$ cat config.mk
export PLATFORM = sky130hd
export DESIGN_NAME = tc_mult_share_arbiter
export DESIGN_NICKNAME = d
export VERILOG_FILES = /design/src/rtl/tc_mult_pkg.sv /design/src/rtl/tc_mult_17s_18s.sv /design/src/rtl/tc_mult_share_arbiter.sv
export SDC_FILE = /design/constraint.sdc
export NUM_CORES = 1
export LEC_CHECK = 0
export ABC_AREA = 1
export ABC_CLOCK_PERIOD_IN_PS = 10320
export BUFFER_PORTS_ARGS = -buffer_cell sky130_fd_sc_hd__buf_2
export CORE_UTILIZATION = 65
export DETAILED_ROUTE_END_ITERATION = 16
export GPL_TIMING_DRIVEN = 0
export PLACE_DENSITY = 0.94
export SYNTH_ARGS = -nofsm -noshare
export SYNTH_HDL_FRONTEND = slang
export SYNTH_SLANG_ARGS = --single-unit
$ cat constraint.sdc
create_clock -name ap_clk -period 10.32 [get_ports ap_clk]
set_input_delay 1.032 -clock ap_clk [delete_from_list [all_inputs] [get_ports ap_clk]]
set_output_delay 1.032 -clock ap_clk [all_outputs]
set_load 0.02 [all_outputs]
$ cat src/rtl/tc_mult_pkg.sv
// tc_mult_pkg: shared defaults and stage bundle for the
// TrackletCalculator shared-multiplier arbiter.
package tc_mult_pkg;

  localparam int TC_NREQ = 4;
  localparam int TC_A_W  = 17;
  localparam int TC_B_W  = 18;
  localparam int TC_P_W  = 31;
  localparam int ID_W    = $clog2(TC_NREQ);

  typedef struct packed {
    logic                     v;
    logic [ID_W-1:0]          id;
    logic signed [TC_P_W-1:0] p;
  } mul_stage_t;

endpackage

$ cat src/rtl/tc_mult_17s_18s.sv
// tc_mult_17s_18s: combinational signed a*b, low P_W bits.
// Ports: a (A_W signed), b (B_W signed), p (P_W signed, wraps).
module tc_mult_17s_18s
  import tc_mult_pkg::*;
#(
  parameter int A_W = TC_A_W,
  parameter int B_W = TC_B_W,
  parameter int P_W = TC_P_W
)(
  input  logic signed [A_W-1:0] a,
  input  logic signed [B_W-1:0] b,
  output logic signed [P_W-1:0] p
);

  logic signed [A_W+B_W-1:0] full;

  assign full = a * b;
  assign p    = full[P_W-1:0];

endmodule

$ cat src/rtl/tc_mult_share_arbiter.sv
// tc_mult_share_arbiter: round-robin share of one 17s x 18s
// multiplier. Ports: ap_clk/ap_rst_n, req_valid/ready/a/b per
// requester (packed), res_valid/ready/id/p toward consumer.
module tc_mult_share_arbiter
  import tc_mult_pkg::*;
#(
  parameter int NREQ = TC_NREQ,
  parameter int A_W  = TC_A_W,
  parameter int B_W  = TC_B_W,
  parameter int P_W  = TC_P_W,
  parameter int PIPE = 2,
  localparam int IDW = $clog2(NREQ)
)(
  input  logic                   ap_clk,
  input  logic                   ap_rst_n,
  input  logic [NREQ-1:0]        req_valid,
  output logic [NREQ-1:0]        req_ready,
  input  logic [NREQ*A_W-1:0]    req_a,
  input  logic [NREQ*B_W-1:0]    req_b,
  output logic                   res_valid,
  input  logic                   res_ready,
  output logic [IDW-1:0]         res_id,
  output logic signed [P_W-1:0]  res_p
);

  // Returns {hit, index} of first valid at or after ptr.
  function automatic logic [IDW:0] rr_pick(
    input logic [NREQ-1:0] v,
    input logic [IDW-1:0]  ptr
  );
    logic [IDW:0] r;
    int           j;
    r = '0;
    for (int k = NREQ-1; k >= 0; k--) begin
      j = (int'(ptr) + k) % NREQ;
      if (v[j]) r = {1'b1, IDW'(j)};
    end
    return r;
  endfunction

  logic [IDW-1:0]        rr_ptr;
  logic                  adv;
  logic                  hit;
  logic                  xfer;
  logic [IDW-1:0]        gidx;
  logic                  s1_v;
  logic [IDW-1:0]        s1_id;
  logic signed [A_W-1:0] s1_a;
  logic signed [B_W-1:0] s1_b;
  logic signed [P_W-1:0] s1_p;
  mul_stage_t            s1_q;
  mul_stage_t            out_s;

  assign adv = !out_s.v || res_ready;

  assign {hit, gidx} = rr_pick(req_valid, rr_ptr);

  // Reset also masks the grant so nothing is accepted
  // while the pipeline is being cleared.
  assign xfer = adv && hit && ap_rst_n;

  always_comb begin
    req_ready = '0;
    if (xfer) req_ready[gidx] = 1'b1;
  end

  always_ff @(posedge ap_clk or negedge ap_rst_n) begin
    if (!ap_rst_n) begin
      rr_ptr <= '0;
    end else if (xfer) begin
      rr_ptr <= (gidx == IDW'(NREQ-1)) ? '0 : gidx + 1'b1;
    end
  end

  // Operand data only reloads on a grant so outputs hold
  // their last values behind bubbles.
  always_ff @(posedge ap_clk or negedge ap_rst_n) begin
    if (!ap_rst_n) begin
      s1_v  <= 1'b0;
      s1_id <= '0;
      s1_a  <= '0;
      s1_b  <= '0;
    end else if (adv) begin
      s1_v <= hit;
      if (hit) begin
        s1_id <= gidx;
        s1_a  <= req_a[gidx*A_W +: A_W];
        s1_b  <= req_b[gidx*B_W +: B_W];
      end
    end
  end

  tc_mult_17s_18s #(
    .A_W (A_W),
    .B_W (B_W),
    .P_W (P_W)
  ) u_mul (
    .a (s1_a),
    .b (s1_b),
    .p (s1_p)
  );

  assign s1_q = {s1_v, s1_id, s1_p};

  if (PIPE > 1) begin : g_pipe
    mul_stage_t stg [2:PIPE];
    mul_stage_t prv [2:PIPE];

    always_comb begin
      prv[2] = s1_q;
      for (int k = 3; k <= PIPE; k++) prv[k] = stg[k-1];
    end

    always_ff @(posedge ap_clk or negedge ap_rst_n) begin
      if (!ap_rst_n) begin
        for (int k = 2; k <= PIPE; k++) stg[k] <= '0;
      end else if (adv) begin
        for (int k = 2; k <= PIPE; k++) begin
          stg[k].v <= prv[k].v;
          if (prv[k].v) begin
            stg[k].id <= prv[k].id;
            stg[k].p  <= prv[k].p;
          end
        end
      end
    end

    assign out_s = stg[PIPE];
  end else begin : g_flat
    assign out_s = s1_q;
  end

  assign res_valid = out_s.v;
  assign res_id    = out_s.id;
  assign res_p     = out_s.p;

endmodule

## Word level (Yosys, flattened, before mapping)

Cells that the tools add are included.

- Bits in registers: 74
- Input bits: 147
- Logic and storage cells: 56

- Add/sub/neg operators: 4
- Multiply operators: 3
- $lt $le $gt $ge: 6
- Equal/unequal tests: 1
- Shift operators: 2
- Mux-type cells: 19
- Bitwise gates (word level): 3
- Reduce and logical (&&, ||, !) cells: 10

Operator list:

| cell | number |
|---|---|
| $shiftx 72x8->18 | 1 |
| $shiftx 68x8->17 | 1 |
| $mul 17x18->31 | 1 |
| $lt 3x4->1 const B | 3 |
| $mux 3 | 4 |
| $bmux 1 s2 | 4 |
| $mux 1 | 8 |
| $mul 2x5->7 const B | 1 |
| $lt 2x3->1 const B | 2 |
| $mul 2x4->6 const B | 1 |
| $reduce_or 2->1 | 3 |
| $add 2x1->2 const B | 2 |
| $add 2x2->2 const B | 2 |
| $mux 4 | 1 |
| $reduce_and 2->1 | 2 |
| $and 1x1->1 const A | 3 |
| $logic_and 1x1->1 | 3 |
| $demux 1 s2 | 1 |
| $eq 2x2->1 const B | 1 |
| $ge 2x1->1 const B | 1 |
| $mux 2 | 1 |
| $logic_not 1->1 | 1 |
| $logic_or 1x1->1 | 1 |

## Longest topological paths before layout

- Depth after elaboration: 15
- Gate-level depth with buffers: 28
- Gate-level depth less buffers: 27

## Hierarchy

A second synthesis with hierarchy kept.

- Cells, all modules: 2,160
- Area total of the unflattened synthesis: 15,778.9 um^2

Modules (own cells, without submodules):

| module | times used | cells an instance | area an instance (um^2) | seq. area each (um^2) |
|---|---|---|---|---|
| tc_mult_17s_18s | 1 | 1,485 | 11,192.0 | 0.0 |
| tc_mult_share_arbiter | 1 | 675 | 4,586.9 | 1,851.8 |

## Worst setup path before layout

No wires, ideal clock.

- Path type: register to register
- From: reg s1_a[5]
- To: reg g_pipe.stg, in the netlist res_p[29]
- Arrival time: 5.488 ns
- Required time: 10.202 ns
- Slack: 4.713 ns
- Cell stages (with the launch flop): 23
- Path buffers: 2
- Period minus slack after synthesis: 5.607 ns
- Path through: dfrtp_1 > clkbuf_1 > buf_1 > nand2_1 > fa_1 > inv_1 > fa_1 > inv_1 > fa_1 > fa_1 > fa_1 > fa_1 > inv_1 > ha_1 > inv_1 > nor3_1 > nand2_1 > nor4_1 > nand2_1 > nand3_1 > nand2_1 > nand3_1 > nand2_1

- Word-level cells in the longest chain between the ends: 1

RTL lines:

| element | line | text |
|---|---|---|
| start: declaration | tc_mult_share_arbiter.sv:48 | `logic signed [A_W-1:0] s1_a;` |
| start signal: assignment | tc_mult_share_arbiter.sv:87 | `s1_a <= req_a[gidx*A_W +: A_W];` |
| $mul 17x18->31 | tc_mult_17s_18s.sv:17 | `assign full = a * b;` |
| end: declaration | tc_mult_share_arbiter.sv:106 | `mul_stage_t stg [2:PIPE];` |

Every way passes these cells.
A chain may end at the register's enable or synchronous reset.

## Final worst setup path

- From: reg s1_a[5]
- To: reg g_pipe.stg, in the netlist res_p[26]

Same word-level chain as after synthesis.

==> summary.md <==
| Metric | Value |
|---|---|
| Area grow syn2layout | 10.2% |
| # hold bufs at CTS | 0 |
| Clock buffer depth | 2 |
| DIE AREA | 0.0252 sq mm |
| Max-slew violations | 0 |
| Synth Cell Area | approximately 0.016 sq mm |
| CTS sink count | between 70 and 80 |
| Filler cells | approximately 1800 |
| Routed Antenna Nets | 0 |
| Final setup fails | 0 |
| Vias | roughly 15000 |
| Ys async rst share | 100% |
| EDFF count, synth | 0 |
| Chip Height | about 160 microns |
| First-pass GRT wire length | 75.9 mm |
| CTS buffer count | 9 |
| Worst endpoint required time | about 11000 ps |
| Worst Setup Start Kind | flop |
| Main synth FF type | dfrtp_1 |
| Hold depth | 2 |
| DP HPWL | about 40 mm |
| Worst reg2reg path startpoint | s1_a[5] |
| Fmax | between 100 and 150 MHz |
| Tcrit/Tclk final | between 60 and 70% |
| Ports | ~190 |
| Unrepaired setup endpoints after global routing | false |
| Cell with the most instances after synthesis | nand2_1 |
| Yosys warning count | 0 |
| Mapped Nets | approximately 2700 |
| Fin. Hold Viols | 0 |
| Initial DRT Pass Iterations | 8 |
| Synth cell count leaders | nand2_1, inv_1, fa_1 |
| Max cap viols | 0 |
| Outcome | finished clean |
| Synth top area share | approximately a third |
| Crit. End Element | flop |
| Setup TNS Final | 0 ps |
| Routed vias/inst | about 5.5 |
| Htree depth | 3 |
| Avg Inst Size Synth | 7.23 sq um |
| Post-CTS sizing | 0 |
| Gr ovfl total | 0 |
| Routability cong. | around 1 |
| Skew-Pair Late Insertion Delay | 370 ps |
| Die X-Extent | approximately 160 microns |
| Seq cells post-synth | 74 |
| Yosys top cell by area | fa_1 |
| Yosys cell types | 34 |
| Starting Density | ~67% |
| CP Max Fanout | 10 |
| Min-delay src | s1_v |
| FP Rows | 56 |
| Clk pin slew, worst setup/hold paths | around 70 ps |
| Iteration-0 DRC Markers | between 1000 and 1500 |
| Post-Syn Instances | 2209 |
| DRC viols | 0 |
| NumNets Final | 2916 |
| Routed WL per cell | between 15 and 20 microns |
| Worst reg-to-reg path cell count | 20 |
| Worst hold path class | reg -> reg |
| Clk root buf | clkbuf_16 |
| Hold Path Sink | res_valid |
| Total GRT Usage | slightly below 40% |
| WL final | about 47 mm |
| CTS tree | built |
| Core ar. | roughly 0.024 sq mm |
| I/O Buffers | 184 |
| Worst-Margin Slew | 800 ps |
| Synth area leaders | fa_1, nand2_1, inv_1 |
| Largest net degree at the start of global routing | 49 |
| Number of global-route vias before repair | 15700 |
| Layout cells sized above 1 | around a tenth |
| Setup Fix Bufs, Post-CTS | 0 |
| Initial antenna violation count | 1 |
| Final Skew | around 14 ps |
| Max-slew headroom at the worst pin | about 47% |
| Crit Reg-Reg Endpoint | res_p[26] |
| Critical path class | reg -> reg |
| Post-synthesis sequential area ratio | 11.6% |
| Worst EP arrival | a little over 7000 ps |
| Final min period | between 6000 and 7000 ps |
| R2R Setup Slk | 3380 ps |
## sequential cells by signal, summed over array words and instances (netlist names)
name and flops:
s1_v 1, rr_ptr 2, s1_id 2, s1_a 17
res_valid 1, res_p 31, res_id 2, s1_b 18
## placed cells by master, fill, tap and decap left out, types with 3 or more instances in the layout
master and count:
or2_2 11, a31oi_1 4, nand4_1 7, xnor2_1 9, o21ai_0 30, ha_1 86, clkbuf_16 9, buf_2 199
buf_1 8, nand2_1 690, o31ai_1 3, inv_1 591, o21bai_1 6, a21o_1 5, xor2_1 9, fa_1 278
clkbuf_1 78, buf_6 8, nand3_1 115, nor3_1 6, nand3b_1 70, nor2_1 55, inv_2 3, dfrtp_1 74
a21oi_1 34
## through the flow
stage / setup slack, ps / cells / hold WS, ps / instance area (sq um) / utilization (%)
6_report: 3380 / 2729 / 470 / 17600 / 74.0
5_1_grt: 2980 / 2729 / 496 / 17600 / 74.0
4_1_cts: 3460 / 2728 / 476 / 17600 / 74.0
3_5_place_dp: 3470 / 2713 / 457 / 17300 / 72.9
3_3_place_gp: 3630 / 2712 / 449 / 17300 / 72.8
2_1_floorplan: 4710 / 2209 / 431 / 16000 / -
## cell type report
cell class	instances	area, sq um	share of cell area [%]
antenna	1	2.50	0.0142
buffer	111	500	2.85
clock buffer	9	225	1.28
clock inverter	6	43.8	0.249
inverter	595	2230	12.7
multi-input combinational	1429	11400	64.7
sequential	74	1850	10.5
tap	319	399	2.27
timing repair buffer	185	951	5.41
## per-layer routing
layer | global-route usage (%) | share of wire, %
met5 | 0 | 0
met4 | 23.0 | 6.1
met3 | 7.78 | 10
met2 | 66.7 | 48
met1 | 44.5 | 35
## how the worst max path moves through the flow
stage                           end  cells past startpoint    start  slack, ps
after global routing      res_p[29]                     22  s1_a[5]       2980
after detailed placement  res_p[26]                     20  s1_a[5]       3470
after global placement    res_p[26]                     20  s1_a[5]       3630
after floorplan           res_p[29]                     22  s1_a[5]       4710
after CTS                 res_p[26]                     20  s1_a[5]       3460
final                     res_p[26]                     20  s1_a[5]       3380
## logic make-up after synthesis
| kind of cell | count (synthesis) | synth area share [%] |
|---|---|---|
| compound gates | 86 | 3.07 |
| xor+xnor | 18 | 0.987 |
| fa+ha+maj | 364 | 41.6 |
| buf+inv | 706 | 17.1 |
| flops | 74 | 11.6 |
| simple gates | 961 | 25.6 |
## critical path, cell delays in order (launching register included)
cell      delay, ps
dfrtp_1         310
clkbuf_1        470
buf_1           610
nand2_1         340
fa_1            600
inv_1            70
fa_1            760
fa_1            530
fa_1            540
fa_1            500
inv_1            50
fa_1            480
inv_1            40
ha_1            360
nand2_1         160
nor4_1          380
o21ai_0         260
nand3_1         150
nand2_1          60
nand3_1          80
nand2_1          60
Power is not shown: default switching activity piles up to over one toggle a cycle in this logic, so the estimate is an artifact.
